### src/rtl/jtframe_sharpen.sv
// Horizontal 3-tap unsharp-mask filter for RGB video: boosts each centre pixel
// against its left/right neighbours with runtime strength k, one MAC tap per clock.
module jtframe_sharpen #(
  parameter int unsigned WIN  = 4,
  parameter int unsigned WOUT = 5,
  parameter int unsigned WK   = 3,
  parameter int unsigned AW   = WOUT + WK + 3
) (
  input  logic            rst_n,
  input  logic            clk,
  input  logic            spl_in,
  input  logic [WIN-1:0]  r_in,
  input  logic [WIN-1:0]  g_in,
  input  logic [WIN-1:0]  b_in,
  input  logic            HS_in,
  input  logic            VS_in,
  input  logic            enable,
  input  logic [WK-1:0]   k,
  output logic            spl_out,
  output logic [WOUT-1:0] r_out,
  output logic [WOUT-1:0] g_out,
  output logic [WOUT-1:0] b_out,
  output logic            HS_out,
  output logic            VS_out
);

  localparam int unsigned NCH  = 3;
  localparam int unsigned OMAX = (1 << WOUT) - 1;
  localparam logic signed [AW-1:0] GAIN0 = AW'(8);
  localparam logic signed [AW-1:0] YMAX  = AW'(OMAX);

  typedef enum logic [4:0] {
    ST_IDLE = 5'b00001,
    ST_S0   = 5'b00010,
    ST_S1   = 5'b00100,
    ST_S2   = 5'b01000,
    ST_S3   = 5'b10000
  } state_t;

  // Replicate the MSBs into the new LSBs so full scale maps to full scale
  function automatic logic [WOUT-1:0] ext(input logic [WIN-1:0] x);
    ext = (WOUT'(x) << (WOUT - WIN)) | WOUT'(x >> (2 * WIN - WOUT));
  endfunction

  state_t                r_state;
  state_t                w_state_nxt;
  logic [WIN-1:0]        r_a    [NCH];
  logic [WIN-1:0]        r_c    [NCH];
  logic [WIN-1:0]        r_b    [NCH];
  logic signed [AW-1:0]  r_acc  [NCH];
  logic [WOUT-1:0]       r_dout [NCH];
  logic [WK-1:0]         r_k;
  logic                  r_en;
  logic [1:0]            r_hs;
  logic [1:0]            r_vs;
  logic                  r_spl;
  logic                  r_hs_out;
  logic                  r_vs_out;

  logic [WIN-1:0]        w_din  [NCH];
  logic signed [AW-1:0]  w_ea   [NCH];
  logic signed [AW-1:0]  w_ec   [NCH];
  logic signed [AW-1:0]  w_eb   [NCH];
  logic signed [AW-1:0]  w_y    [NCH];
  logic [WOUT-1:0]       w_clip [NCH];
  logic signed [AW-1:0]  w_kk;
  logic signed [AW-1:0]  w_gain;

  assign w_din[0] = r_in;
  assign w_din[1] = g_in;
  assign w_din[2] = b_in;

  // Sequencer state register
  always_ff @(posedge clk or negedge rst_n) begin
    if (!rst_n) r_state <= ST_IDLE;
    else        r_state <= w_state_nxt;
  end

  // A new sample restarts the sequence from any step, dropping the one in flight
  always_comb begin
    w_state_nxt = r_state;
    if (spl_in) begin
      w_state_nxt = ST_S0;
    end else begin
      case (r_state)
        ST_IDLE: w_state_nxt = ST_IDLE;
        ST_S0:   w_state_nxt = ST_S1;
        ST_S1:   w_state_nxt = ST_S2;
        ST_S2:   w_state_nxt = ST_S3;
        ST_S3:   w_state_nxt = ST_IDLE;
        default: w_state_nxt = ST_IDLE;
      endcase
    end
  end

  // Tap operands, floored result and output clamp
  always_comb begin
    w_kk   = AW'(r_k);
    w_gain = GAIN0 + (w_kk <<< 1);
    for (int i = 0; i < NCH; i++) begin
      w_ea[i]   = AW'(ext(r_a[i]));
      w_ec[i]   = AW'(ext(r_c[i]));
      w_eb[i]   = AW'(ext(r_b[i]));
      w_y[i]    = r_acc[i] >>> 3;
      w_clip[i] = WOUT'(w_y[i]);
      if (w_y[i][AW-1])     w_clip[i] = '0;
      else if (w_y[i] > YMAX) w_clip[i] = WOUT'(OMAX);
    end
  end

  always_ff @(posedge clk or negedge rst_n) begin
    if (!rst_n) begin
      for (int i = 0; i < NCH; i++) begin
        r_a[i]    <= '0;
        r_c[i]    <= '0;
        r_b[i]    <= '0;
        r_acc[i]  <= '0;
        r_dout[i] <= '0;
      end
      r_k      <= '0;
      r_en     <= 1'b0;
      r_hs     <= '0;
      r_vs     <= '0;
      r_spl    <= 1'b0;
      r_hs_out <= 1'b0;
      r_vs_out <= 1'b0;
    end else begin
      r_spl <= 1'b0;
      if (spl_in) begin
        for (int i = 0; i < NCH; i++) begin
          r_a[i] <= r_c[i];
          r_c[i] <= r_b[i];
          r_b[i] <= w_din[i];
        end
        r_k  <= k;
        r_en <= enable;
        r_hs <= {r_hs[0], HS_in};
        r_vs <= {r_vs[0], VS_in};
      end else begin
        case (r_state)
          ST_S0: for (int i = 0; i < NCH; i++) r_acc[i] <= w_gain * w_ec[i];
          ST_S1: for (int i = 0; i < NCH; i++) r_acc[i] <= r_acc[i] - w_kk * w_ea[i];
          ST_S2: for (int i = 0; i < NCH; i++) r_acc[i] <= r_acc[i] - w_kk * w_eb[i];
          ST_S3: begin
            for (int i = 0; i < NCH; i++)
              r_dout[i] <= r_en ? w_clip[i] : ext(r_c[i]);
            r_spl    <= 1'b1;
            r_hs_out <= r_hs[1];
            r_vs_out <= r_vs[1];
          end
          default: ;
        endcase
      end
    end
  end

  assign spl_out = r_spl;
  assign r_out   = r_dout[0];
  assign g_out   = r_dout[1];
  assign b_out   = r_dout[2];
  assign HS_out  = r_hs_out;
  assign VS_out  = r_vs_out;

endmodule

### config.mk
export PLATFORM = sky130hd
export DESIGN_NAME = jtframe_sharpen
export DESIGN_NICKNAME = d
export VERILOG_FILES = /design/src/rtl/jtframe_sharpen.sv
export SDC_FILE = /design/constraint.sdc
export NUM_CORES = 1
export LEC_CHECK = 0
export BUFFER_PORTS_ARGS = -buffer_cell sky130_fd_sc_hd__buf_4
export CORE_ASPECT_RATIO = 0.75
export CORE_MARGIN = 3
export CORE_UTILIZATION = 45
export DETAILED_ROUTE_END_ITERATION = 12
export PLACE_DENSITY_LB_ADDON = 0.2
export SLEW_MARGIN = 15
export SYNTH_ARGS = -nofsm -noshare
export SYNTH_HDL_FRONTEND = slang
export SYNTH_SLANG_ARGS = --single-unit
### constraint.sdc
create_clock -name clk -period 5.45 [get_ports clk]
set_clock_uncertainty 0.05 [all_clocks]
set_input_delay 0.2725 -clock clk [delete_from_list [all_inputs] [get_ports clk]]
set_output_delay 0.2725 -clock clk [all_outputs]
set_load 0.005 [all_outputs]
Word-level counts from Yosys, hierarchy flattened
Cells that the tools add are included.
{ "word_totals": {"register_bits": 100, "latchBits": 0, "ramBits": 0, "mem_bits_ro": 0, "inputBits": 21, "memories": 0} }
{ "classes": {"addsub": 7, "mul": 9, "n_div": 0, "n_lt_le_gt_ge": 3, "eq_ne": 4, "shift": 0, "mux": 14, "bitwise": 10, "reduce_logical": 3} }
{ "ops": {"columns": ["cell", "count"], "rows": [
  ["33-bit one-hot mux with 3 select lines", 1],
  ["11-bit by 9-bit subtractor with 11-bit output", 6],
  ["5-bit two-way mux", 10],
  ["3-bit by 5-bit multiplier with 8-bit output", 6],
  ["5-bit by 1-bit OR with 5-bit output", 9],
  ["5-bit by 5-bit multiplier with 10-bit output", 3],
  ["8-bit by 6-bit greater-than comparator with 1-bit output (second input constant)", 3],
  ["5-bit one-hot mux with 3 select lines", 1],
  ["4-bit by 4-bit adder with 5-bit output (first input constant)", 1],
  ["5-bit by 2-bit == test with 1-bit output (second input constant)", 1],
  ["5-bit by 3-bit == test with 1-bit output (second input constant)", 1],
  ["5-bit by 4-bit == test with 1-bit output (second input constant)", 1],
  ["5-bit == test (second input constant)", 1],
  ["2-bit AND reduction", 2],
  ["3-bit nonzero test", 1],
  ["1-bit two-way mux", 2],
  ["1-bit inverter", 1]
]} }

Logic depth before layout (Yosys ltp)
{ "depth": {"ltp_word": 4, "mapped_depth": 19} }

Worst setup path after synthesis
Ideal clock, no wire load.
{ "synth_timing": {"kind": "register to register", "startpoint": "register r_k[2]", "endpoint": "register r_acc[20] (netlist bit)", "setup_time_ns": 0.087, "arrival_time_ns": 3.977, "path_slack_ns": 1.337, "path_stages_with_launch": 17, "n_path_buf": 2, "path_cell_list": "dfrtp_1 -> clkbuf_1 -> clkbuf_1 -> nand2_1 -> fa_1 -> inv_1 -> ha_1 -> a21o_1 -> a21oi_1 -> o21bai_1 -> a21oi_1 -> a22o_1 -> ha_1 -> a21oi_1 -> nor2b_1 -> or4b_2 -> o211ai_1"} }
{ "synth_between": {"elab_chain_cells": 3, "word_cells_on_any_way": 7} }
{ "synth_rtl": {"columns": ["item", "line", "rtl"], "rows": [
  ["from (decl)", "52", "logic [WK-1:0] r_k;"],
  ["from (signal assigned)", "135", "r_k <= k;"],
  ["3-bit by 5-bit multiplier with 8-bit output, or another cell as far along", "143", "ST_S2: for (int i = 0; i < NCH; i++) r_acc[i] <= r_acc[i] - w_kk * w_eb[i];"],
  ["11-bit by 9-bit subtractor with 11-bit output, or another cell as far along", "143", null],
  ["33-bit one-hot mux with 3 select lines (*)", "140", "case (r_state)"],
  ["to (signal, indexed assignment)", "117", "r_acc[i] <= '0;"],
  ["to (decl)", "50", "logic signed [AW-1:0] r_acc [NCH];"]
]} }
Mark *: on every way between the ends. The rest lies on a longest branch, timed or not.
A chain may end at the register's enable or synchronous reset.

Worst setup path after layout
{ "layout_timing": {"startpoint": "register r_k[1]", "endpoint": "register r_acc[32] (netlist bit)"} }
{ "layout_between": {"elab_chain_cells": 3, "word_cells_on_any_way": 5} }
{ "layout_rtl": {"columns": ["item", "line"], "rows": [
  ["3-bit by 5-bit multiplier with 8-bit output, on equally long branches", "143, 142"],
  ["11-bit by 9-bit subtractor with 11-bit output, on equally long branches", "143, 142"],
  ["33-bit one-hot mux with 3 select lines (*)", "140"]
]} }
Marks and branches as above.

==> run metrics <==
n_diodes 0; placed cell count 1279; first-pass GRT wire length 34510 µm; Slowest Stage Delay on Critical Path 1.11 ns; TritonCTS clock tree yes; post-synth cell types 53; sequential-to-total area share from yosys stat 26.95%; LEAKAGE 0.005157 µW; I/O pin count 39; Critical Path RT 5.67 ns; DRC viols 0; worst skew pair latency 0.35 ns; Yosys reg bits 100; largest area contributor in the netlist dfrtp_1; pwr dens 408.1 mW/mm²; pin count of the biggest net entering global routing 62; antenna violations before repair 0; mean post-synth cell area 9.116 µm²; nets 1218; Die H 130.4 µm; final wirelength 20410 µm; Final TNS setup 0 ns; CTS max path bufs 2; Primary FF master, synth dfrtp_1; row count 44; CP Capture Type flip-flop; internal power 2270 µW; cell area after synthesis 0.009289 mm²; GR Overflow Total 0; Initial Util 46.87%; DIE WIDTH 171.9 µm; Die ar. 0.02242 mm²; outcome complete, no violations; ANT nets after route 0; switching power 1848 µW; syn nets 1199; CP max FO 37; share of layout cells above drive strength 1 12.18%; Final Non-Filler Cells 1296; Vias/cell 5.397; async set-or-reset flop fraction in the synthesized netlist 100.0%; vias in the first global route 6917; Reg clk slew, reported paths 0.07 ns; sequential share of power 26.4%; DRT Pass-1 Iters 7; FF+latch area 0.002505 mm²; switching fraction of total power 44.88%; Syn Inst Count 1019; Period minus WS final 4.632 ns; most used cell along the critical path a21oi_1; GRT Resource Usage Total 19.23%; Hold WC Path Type in -> reg; Layout area overhead 8.634%; max-cap check violation count 0; Root Buffer clkbuf_16; Synth top area share 26.67%; crit-path cells nand2_1, fa_1, inv_1, ha_1, a21o_1, a21oi_1, xnor2_1, o21ai_0, ha_1, nor4_1, a21oi_1, and2_1, or4_1, a21oi_1; Final Hold Vio Count 0; Num CTS Buffers 9; top cells by area, synth dfrtp_1 27%, ha_1 16%, fa_1 9.1%; H-tree depth 3; RSZ-0062 raised after global routing no; worst slew pin tran 1.143 ns; combinational power share 58.8%; Worst setup SP type flip-flop; Synth Warn # 0; footprint of the multi-input gates 0.006264 mm²; # fillers 1917; vias 6994; CP arrival 4.85 ns; global placer's final weighted congestion 0.8926; wire per inst 15.75 µm; # clock sinks 100; period utilization 84.98%; WP buf/inv 1; VDD IR max 0.2025 mV; critical path's top delay family adder cells; Resized Gates After CTS 0; Detail Placement HPWL 15720 µm; CP max stage cell dfrtp_1; fmax 215.9 MHz; buffers added on ports 38; Clk pwr share 14.9%; WS Path Type reg -> reg; Final Setup Violations 0; max-slew violation count 0; normalized max-slew margin 23.80%; number of synthesized flops with an enable pin 0; Core Area 0.01982 mm²; DRT iter0 DRCs 392
## metrics by stage
step | setup WS, ns | utilization (%) | hold WS [ns] | area (µm²) | total power [µW]
2_1_floorplan | 1.337 | - | -0.07309 | 9289 | 2952
3_3_place_gp | 0.9200 | 49.47 | 0.2367 | 9804 | 3484
3_5_place_dp | 0.8134 | 49.47 | 0.2340 | 9804 | 3506
4_1_cts | 0.8118 | 50.91 | 0.08391 | 10090 | 4145
5_1_grt | 0.4375 | 50.92 | 0.09243 | 10090 | 4553
6_report | 0.8184 | 50.92 | 0.09501 | 10090 | 4118
## path summary, 6_finish.rpt
path                       startpoint   endpoint  slack [ns]  cells past startpoint
hold reg to reg               r_vs[1]     VS_out        0.41                      2
setup reg to reg               r_k[1]  r_acc[32]        0.82                     14
setup / recovery               r_k[1]  r_acc[32]        0.82                     14
min in group asynchronous       rst_n     r_a[6]        0.37                      2
max in group asynchronous       rst_n  r_acc[23]        3.75                      3
hold / removal                g_in[1]     r_b[5]         0.1                      2
## cells in the mapped netlist (4+ instances only)
cell,count
o21ai_0,63
and2_1,55
xor2_1,12
mux2i_1,23
nand2_1,104
ha_1,117
a21oi_1,40
or3_1,5
inv_1,94
mux2_2,53
o211ai_1,11
a211o_1,4
fa_1,42
a21o_1,27
dfrtp_1,99
nor2b_1,22
clkbuf_1,37
nor2_1,55
nand3_1,16
or2_2,5
a31oi_1,10
nand2b_1,12
nor3_1,9
xnor2_1,27
a211oi_1,18
o21bai_1,11
nand3b_1,4
## cells by family after synthesis
family / Yosys count / share of synthesized area [%]
fa+ha+maj: 159 / 24.81
xor+xnor: 39 / 3.677
buf+inv: 137 / 5.617
simple gates: 300 / 15.85
mux: 76 / 8.904
compound gates: 208 / 14.18
flops: 100 / 26.95
## power by group through the flow
stage	logic, µW	registers [µW]	clock network [µW]
3_5_place_dp	2410	1100	0
4_1_cts	2430	1080	632
3_3_place_gp	2380	1100	0
6_report	2420	1090	613
5_1_grt	2790	1110	657
2_1_floorplan	1950	1000	0
## flip-flops by register name, indices dropped and copies added, names as in the netlist, 3 cells and up
name	cells
g_out	5
r_b	12
b_out	5
r_out	5
r_a	12
r_state	5
r_c	12
r_k	3
r_acc	33
## worst reg2reg max path: cells and delay by family (launching register included)
| kind | cells | cell delay (ns) |
|---|---|---|
| buffers and inverters | 1 | 0.06 |
| AOI/OAI and AO/OA | 5 | 0.91 |
| DFF | 1 | 1.11 |
| adders and majority gates | 3 | 1.29 |
| xor gates and xnor gates | 1 | 0.08 |
| and+or+nand+nor | 4 | 1.05 |
## cell usage in the layout, fill, tap and decap left out, drive strengths merged, types with 40 or more instances in the layout
cell   count
a21oi     40
and2      55
buf       48
dfrtp     99
fa        42
ha       117
inv       97
mux2      53
nand2    104
nor2      55
o21ai     63
## what timing repair did
| action | in CTS | in global routing |
|---|---|---|
| endpoints found under the hold margin | 39 | 0 |
| setup buffers | 0 | 0 |
| hold buffers | 1 | 0 |
## area by class of cell
cell class,instances,share of cell area [%]
multi-input combinational,782,62.07
sequential,100,24.82
timing repair buffer,49,3.670
inverter,96,3.571
tap,253,3.137
clock buffer,9,2.232
clock inverter,7,0.4960
## per-layer routing
metal | part of all wire [%] | wire, µm | GRT usage, % | up-vias
met1 | 49 | 9934 | 26.69 | 3357
met3 | 2.6 | 536 | 2.406 | 17
met4 | 1.3 | 257 | 4.505 | 0
li1 | - | - | - | 3538
met2 | 47 | 9685 | 32.42 | 82
met5 | 0 | 0 | 0 | -
Power figures use the tool's default switching activity.
